## src/rtl/ps2_pkg.sv

```systemverilog
// Shared types and constants for the PS/2 receive path.
package ps2_pkg;

  typedef enum logic [1:0] {
    ST_IDLE   = 2'd0,
    ST_DATA   = 2'd1,
    ST_PARITY = 2'd2,
    ST_STOP   = 2'd3
  } ps2_state_e;

  localparam logic [7:0]  PS2_EXT_CODE = 8'hE0;
  localparam logic [7:0]  PS2_REL_CODE = 8'hF0;
  localparam int unsigned EXT_BIT      = 9;
  localparam int unsigned REL_BIT      = 8;

endpackage

```

## src/rtl/ps2_line_filter.sv

```systemverilog
// Two-flop synchronizer followed by a run-length glitch filter.
// The output only follows the synchronized line after FILTER_LEN
// consecutive samples that differ from the current output.
module ps2_line_filter #(
  parameter int unsigned FILTER_LEN = 20
) (
  input  logic clk,
  input  logic rst_n,
  input  logic i_line,
  output logic o_line
);

  localparam int unsigned CW = $clog2(FILTER_LEN + 1);

  logic          r_sync1;
  logic          r_sync2;
  logic          r_filt;
  logic [CW-1:0] r_cnt;

  // Synchronize the pin and accept a new level only after a stable run
  always_ff @(posedge clk or negedge rst_n) begin
    if (!rst_n) begin
      r_sync1 <= 1'b1;
      r_sync2 <= 1'b1;
      r_filt  <= 1'b1;
      r_cnt   <= '0;
    end else begin
      r_sync1 <= i_line;
      r_sync2 <= r_sync1;
      if (r_sync2 == r_filt) begin
        r_cnt <= '0;
      end else if (r_cnt == CW'(FILTER_LEN - 1)) begin
        r_filt <= r_sync2;
        r_cnt  <= '0;
      end else begin
        r_cnt <= r_cnt + CW'(1);
      end
    end
  end

  assign o_line = r_filt;

endmodule

```

## src/rtl/ps2_rx_fifo.sv

```systemverilog
// PS/2 device-to-host receiver: filtered pins, frame decode with parity,
// stop and timeout checks, E0/F0 prefix folding, and a FWFT event FIFO.
module ps2_rx_fifo
  import ps2_pkg::*;
#(
  parameter int unsigned FILTER_LEN   = 20,
  parameter int unsigned TIMEOUT_CYC  = 100000,
  parameter int unsigned FIFO_DEPTH   = 8,
  parameter int unsigned PARITY_CHECK = 1
) (
  input  logic                         clk,
  input  logic                         rst_n,
  input  logic                         kclk,
  input  logic                         kdata,
  output logic [9:0]                   rd_data,
  output logic                         rd_valid,
  input  logic                         rd_ready,
  output logic [$clog2(FIFO_DEPTH):0]  count,
  output logic                         parity_err,
  output logic                         frame_err,
  output logic                         overflow
);

  localparam int unsigned AW = $clog2(FIFO_DEPTH);
  localparam int unsigned CW = AW + 1;
  localparam int unsigned TW = $clog2(TIMEOUT_CYC + 1);

  logic            w_kclk_f;
  logic            w_kdata_f;
  logic            r_kclk_d;
  logic            r_event;
  logic            r_ev_data;
  ps2_state_e      r_state;
  ps2_state_e      w_next;
  logic [2:0]      r_bitcnt;
  logic [7:0]      r_shift;
  logic            r_par;
  logic [TW-1:0]   r_to_cnt;
  logic            w_timeout;
  logic            w_frame_err;
  logic            w_parity_err;
  logic            w_accept;
  logic            w_push;
  logic [9:0]      w_wdata;
  logic            r_ext;
  logic            r_rel;
  logic [9:0]      r_mem [FIFO_DEPTH];
  logic [AW-1:0]   r_wptr;
  logic [AW-1:0]   r_rptr;
  logic [CW-1:0]   r_count;
  logic            w_full;
  logic            w_pop;
  logic            w_wr;
  logic            r_parity_err;
  logic            r_frame_err;
  logic            r_overflow;

  ps2_line_filter #(.FILTER_LEN(FILTER_LEN)) u_kclk_filt (
    .clk    (clk),
    .rst_n  (rst_n),
    .i_line (kclk),
    .o_line (w_kclk_f)
  );

  ps2_line_filter #(.FILTER_LEN(FILTER_LEN)) u_kdata_filt (
    .clk    (clk),
    .rst_n  (rst_n),
    .i_line (kdata),
    .o_line (w_kdata_f)
  );

  // Falling edge of filtered kclk becomes a registered bit event with its data
  always_ff @(posedge clk or negedge rst_n) begin
    if (!rst_n) begin
      r_kclk_d  <= 1'b1;
      r_event   <= 1'b0;
      r_ev_data <= 1'b1;
    end else begin
      r_kclk_d  <= w_kclk_f;
      r_event   <= r_kclk_d & ~w_kclk_f;
      r_ev_data <= w_kdata_f;
    end
  end

  assign w_timeout = (r_state != ST_IDLE) && !r_event &&
                     (r_to_cnt == TW'(TIMEOUT_CYC - 1));

  // FSM state register
  always_ff @(posedge clk or negedge rst_n) begin
    if (!rst_n) r_state <= ST_IDLE;
    else        r_state <= w_next;
  end

  // FSM next-state logic; a timeout always returns to IDLE
  always_comb begin
    w_next = r_state;
    case (r_state)
      ST_IDLE:   if (r_event && !r_ev_data)          w_next = ST_DATA;
      ST_DATA:   if (r_event && r_bitcnt == 3'd7)    w_next = ST_PARITY;
      ST_PARITY: if (r_event)                        w_next = ST_STOP;
      ST_STOP:   if (r_event)                        w_next = ST_IDLE;
      default:                                       w_next = ST_IDLE;
    endcase
    if (w_timeout) w_next = ST_IDLE;
  end

  // FSM outputs: frame verdicts at the start and stop bits
  always_comb begin
    w_frame_err  = w_timeout;
    w_parity_err = 1'b0;
    w_accept     = 1'b0;
    case (r_state)
      ST_IDLE: if (r_event && r_ev_data) w_frame_err = 1'b1;
      ST_STOP: begin
        if (r_event) begin
          if (!r_ev_data)
            w_frame_err = 1'b1;
          else if ((PARITY_CHECK != 0) && !(^{r_shift, r_par}))
            w_parity_err = 1'b1;
          else
            w_accept = 1'b1;
        end
      end
      default: ;
    endcase
  end

  // Bit counter, shift register, parity bit and inter-edge timeout counter
  always_ff @(posedge clk or negedge rst_n) begin
    if (!rst_n) begin
      r_bitcnt <= '0;
      r_shift  <= '0;
      r_par    <= 1'b0;
      r_to_cnt <= '0;
    end else begin
      if (r_event || r_state == ST_IDLE || w_timeout) r_to_cnt <= '0;
      else                                            r_to_cnt <= r_to_cnt + TW'(1);
      case (r_state)
        ST_IDLE: if (r_event && !r_ev_data) r_bitcnt <= '0;
        ST_DATA: if (r_event) begin
          r_shift  <= {r_ev_data, r_shift[7:1]};
          r_bitcnt <= r_bitcnt + 3'd1;
        end
        ST_PARITY: if (r_event) r_par <= r_ev_data;
        default: ;
      endcase
    end
  end

  assign w_push = w_accept && (r_shift != PS2_EXT_CODE) && (r_shift != PS2_REL_CODE);

  always_comb begin
    w_wdata          = {2'b00, r_shift};
    w_wdata[EXT_BIT] = r_ext;
    w_wdata[REL_BIT] = r_rel;
  end

  // Prefix flags: set by E0/F0, consumed by the next pushed byte, cleared on errors
  always_ff @(posedge clk or negedge rst_n) begin
    if (!rst_n) begin
      r_ext <= 1'b0;
      r_rel <= 1'b0;
    end else if (w_frame_err || w_parity_err) begin
      r_ext <= 1'b0;
      r_rel <= 1'b0;
    end else if (w_accept) begin
      if (r_shift == PS2_EXT_CODE)      r_ext <= 1'b1;
      else if (r_shift == PS2_REL_CODE) r_rel <= 1'b1;
      else begin
        r_ext <= 1'b0;
        r_rel <= 1'b0;
      end
    end
  end

  assign w_full = (r_count == CW'(FIFO_DEPTH));
  assign w_pop  = rd_ready && (r_count != '0);
  assign w_wr   = w_push && (!w_full || w_pop);

  // FIFO storage, pointers and occupancy
  always_ff @(posedge clk or negedge rst_n) begin
    if (!rst_n) begin
      for (int unsigned i = 0; i < FIFO_DEPTH; i++) r_mem[i] <= '0;
      r_wptr  <= '0;
      r_rptr  <= '0;
      r_count <= '0;
    end else begin
      if (w_wr) begin
        r_mem[r_wptr] <= w_wdata;
        r_wptr        <= r_wptr + AW'(1);
      end
      if (w_pop) r_rptr <= r_rptr + AW'(1);
      case ({w_wr, w_pop})
        2'b10:   r_count <= r_count + CW'(1);
        2'b01:   r_count <= r_count - CW'(1);
        default: ;
      endcase
    end
  end

  // Registered one-cycle status pulses
  always_ff @(posedge clk or negedge rst_n) begin
    if (!rst_n) begin
      r_parity_err <= 1'b0;
      r_frame_err  <= 1'b0;
      r_overflow   <= 1'b0;
    end else begin
      r_parity_err <= w_parity_err;
      r_frame_err  <= w_frame_err;
      r_overflow   <= w_push && w_full && !w_pop;
    end
  end

  assign rd_data    = r_mem[r_rptr];
  assign rd_valid   = (r_count != '0);
  assign count      = r_count;
  assign parity_err = r_parity_err;
  assign frame_err  = r_frame_err;
  assign overflow   = r_overflow;

endmodule

```

## config.mk

```make
export PLATFORM = sky130hd
export DESIGN_NAME = ps2_rx_fifo
export DESIGN_NICKNAME = d
export VERILOG_FILES = /design/src/rtl/ps2_pkg.sv /design/src/rtl/ps2_line_filter.sv /design/src/rtl/ps2_rx_fifo.sv
export SDC_FILE = /design/constraint.sdc
export NUM_CORES = 1
export LEC_CHECK = 0
export CAP_MARGIN = 15
export CORE_ASPECT_RATIO = 1.75
export CORE_MARGIN = 2
export CORE_UTILIZATION = 45
export CTS_CLUSTER_DIAMETER = 30
export DETAILED_ROUTE_END_ITERATION = 8
export GPL_TIMING_DRIVEN = 1
export SETUP_SLACK_MARGIN = 0.1
export SYNTH_ARGS = -nofsm -noshare
export SYNTH_HDL_FRONTEND = slang
export SYNTH_HIERARCHICAL = 1
export SYNTH_SLANG_ARGS = --single-unit
```

## constraint.sdc

```tcl
create_clock -name clk -period 3.6 [get_ports clk]
set_input_delay 1.08 -clock clk [delete_from_list [all_inputs] [get_ports clk]]
set_output_delay 1.08 -clock clk [all_outputs]
set_load 0.02 [all_outputs]
```

==> impl_metrics.env <==
export IMPL_status="finished, final reports clean"
export IMPL_grt_pass1_vias=4361
export IMPL_postLayoutCoreUtil_pct=52.6
export IMPL_first_iter_violations=182
export IMPL_power_frac_comb_pct=1.5
export IMPL_path_class="reg2out"
export IMPL_avgSynthCellArea_um2=13.5
export IMPL_r2r_slack_ps=730
export IMPL_die_x_um=98.2
export IMPL_p_leak_nw=3.82
export IMPL_drive_above_1_share_pct=34.4
export IMPL_power_share_sequential_pct=47.3
export IMPL_syn_inst=517
export IMPL_arrival_ps=2360
export IMPL_crit_fanout=11
export IMPL_power_density_nw_per_um2=432
export IMPL_yosys_warnings=6
export IMPL_startpoint_type="flop"
export IMPL_final_area_um2=8050
export IMPL_yosysMostFrequentCell="dfrtp_1"
export IMPL_hp_start="u_kclk_filt/r_sync1"
export IMPL_grt_max_degree=75
export IMPL_numPortBuffers=22
export IMPL_viasPerCell=5.53
export IMPL_async_flop_share_pct=100
export IMPL_fin_skew_ps=9.31
export IMPL_peakVddDrop_v=0.000300
export IMPL_final_setup_tns_ps=0
export IMPL_gr_total_overflow=0
export IMPL_slowest_stage="clkdlybuf4s50_1"
export IMPL_start_util_pct=45.7
export IMPL_num_fill_cells=1329
export IMPL_clkSlewWorstSetupHoldPaths_ps=60
export IMPL_setup_violations=0
export IMPL_fmax_mhz=291
export IMPL_r2r_end="count[2]"
export IMPL_cp_end_kind="output pin"
export IMPL_fin_crit_sh_pct=95.5
export IMPL_synthMuxAreaShare_pct=24.5
export IMPL_fp_dieH_um=169
export IMPL_wl_per_cell_um=18.2
export IMPL_diodes=0
export IMPL_synthXorXnorAreaFrac_pct=4.69
export IMPL_ant_nets=0
export IMPL_cp_top_family="multiplexers"
export IMPL_dieArea_um2=16600
export IMPL_synth_top_family_by_area="multiplexers"
export IMPL_ioPinCount=23
export IMPL_clkPwrFrac_pct=51.2
export IMPL_ys_top_cells_by_count="dfrtp_1, mux2_2, nor2_1, xnor2_1"
export IMPL_fp_coreArea_um2=15300
export IMPL_area_growth_pct=15.2
export IMPL_worst_hold_path_endpoint="u_kclk_filt/r_sync2"
export IMPL_synth_compound_area_share_pct=3.17
export IMPL_insertion_delay_ps=420
export IMPL_internal_power_mw=2.74
export IMPL_drt_total_wl_um=13400
export IMPL_cts_tree="done"
export IMPL_power_switching_mw=0.739
export IMPL_ys_flop_type="dfrtp_1"
export IMPL_cts_htree_levels=4
export IMPL_hold_depth=0
export IMPL_cap_violations=0
export IMPL_power_total_mw=3.48
export IMPL_swShare_pct=21.2
export IMPL_yosys_area_share_simple_pct=10.8
export IMPL_synth_edf_count=0
export IMPL_r2r_start="r_shift[5]"
export IMPL_synth_cell_type_count=54
export IMPL_rows=60
export IMPL_rr_worst_depth=11
export IMPL_syn_nets=536
export IMPL_cts_root_buf="clkbuf_16"
export IMPL_track_usage_pct=17.5
export IMPL_cpPeakStageDelay_ps=540
export IMPL_dp_hpwl_um=8910
export IMPL_synth_top_area_share_pct=49.0
export IMPL_cts_made_buffers=17
export IMPL_path_cells="clkbuf_16, mux4_2, mux2_2, clkdlybuf4s50_1"
export IMPL_vias=4088
export IMPL_synth_area_leader_cell="dfrtp_1"
export IMPL_slew_headroom_pct=54.0
export IMPL_finalMaxSlewViolations=0
export IMPL_seq_area_frac_synth_pct=52.0
export IMPL_synth_area_leaders="dfrtp_1, mux2_2, mux4_2"
export IMPL_antenna_found_initial=0
export IMPL_worst_path_buf_inv=2
export IMPL_drt_first_pass_iters=4
export IMPL_placed_cell_area_um2=7410
export IMPL_clockBufferDepth=2
export IMPL_synthAdderAreaFrac_pct=2.50
export IMPL_synth_seq_cells=145
export IMPL_rsz0062_at_grt="no"
export IMPL_nNetsFinal=559
export IMPL_worst_slew_pin_slew_ps=690
export IMPL_cts_sinks=145
export IMPL_final_hold_violation_count=0
export IMPL_layout_setup_ws_ps=161
export IMPL_post_route_drc_count=0
export IMPL_required_ps=2520
export IMPL_syn_area_um2=6990
export IMPL_grt_pass1_wl_um=22600
export IMPL_place_ws_ps=371
export IMPL_hp_class="reg2reg"
export IMPL_place_congestion=0.766
export IMPL_fin_crit_ps=3440
[power by group through the flow]
stage / logic (mW) / registers, mW / clock network [mW]
finish: 0.0522 / 1.65 / 1.78
CTS: 0.0559 / 1.65 / 1.84
detailed placement: 0.0555 / 1.68 / 0
global route: 0.0624 / 1.65 / 1.91
global placement: 0.0536 / 1.67 / 0
floorplan: 0.0107 / 1.67 / 0
[worst reg2reg max path, delay by kind of cell (launching register included)]
kind | cells | cell delay, ps
AOI/OAI and AO/OA | 1 | 150
xor gates and xnor gates | 5 | 1090
adders and majority gates | 2 | 470
DFF | 1 | 570
muxes | 1 | 220
and+or+nand+nor | 2 | 260
[per-layer routing]
metal,vias to the layer above,track usage (%),share of wire (%),wire length (um)
met3,16,3.92,2.5,332
met2,43,31.6,56,7560
met4,0,5.72,1.4,191
li1,1919,-,-,-
met5,-,0,0,0
met1,2110,20.5,40,5350
[worst max-delay path by stage]
stage	from	to	depth (start not counted)
finish	r_rptr[0]	rd_data[9]	4
global route	r_rptr[0]	rd_data[8]	4
CTS	r_rptr[0]	rd_data[9]	4
detailed placement	rd_ready	count[2]	10
global placement	rd_ready	count[2]	10
floorplan	r_rptr[0]	rd_data[9]	3
[kinds of logic (layout without fill, tap and decap cells)]
group	Yosys count	in the layout
xor+xnor	34	34
mux	129	129
fa+ha+maj	14	14
simple gates	123	123
buf+inv	38	74
compound gates	34	34
flops	145	145
[sequential cells by signal (all words and copies together) (netlist names), 2 cells and up]
signal	cells
r_mem	80
r_state	2
r_shift	8
r_bitcnt	3
r_to_cnt	17
r_rptr	3
count	4
r_wptr	3
u_kdata_filt/r_cnt	5
u_kclk_filt/r_cnt	5
[metrics by stage]
| step | hold WS (ps) | cells |
|---|---|---|
| finish | 357 | 739 |
| floorplan | 345 | 517 |
| detailed placement | 348 | 706 |
| global route | 359 | 739 |
| global placement | 347 | 706 |
| CTS | 358 | 738 |
[timing repair]
item | 4_1_cts | 5_1_grt
cloned | 0 | 1
endpoints found under the hold margin | 0 | 0
setup endpoints to repair | 1 | 9
resized for setup | 1 | 5
hold buffers | 0 | 0
buffers inserted | 0 | 0
[cells in the final DEF (no fill, tap or decap), types with 4 or more instances in the layout]
cell type	instances
mux4_2	20
dfrtp_1	136
buf_4	5
and2_1	4
inv_1	12
nor2_1	28
nand2_1	20
inv_6	4
mux2_2	97
and3_1	6
dlymetal6s2s_1	4
nand3_1	11
or3_1	4
nand4_1	6
nor3_1	6
xor2_1	11
clkbuf_16	18
nand3_4	6
ha_1	14
o21ai_0	8
dfstp_2	8
nor3b_1	5
xnor2_1	21
a21oi_1	11
mux2_4	7
clkdlybuf4s50_1	16
[area by class of cell]
cell class,instances,area [um2],share of cell area [%]
inverter,12,45.0,0.559
sequential,145,3640,45.2
clock buffer,20,467,5.79
timing repair buffer,30,333,4.13
tap,186,233,2.89
clock inverter,12,144,1.79
multi-input combinational,334,3190,39.6
(Power assumes the default switching activity.)
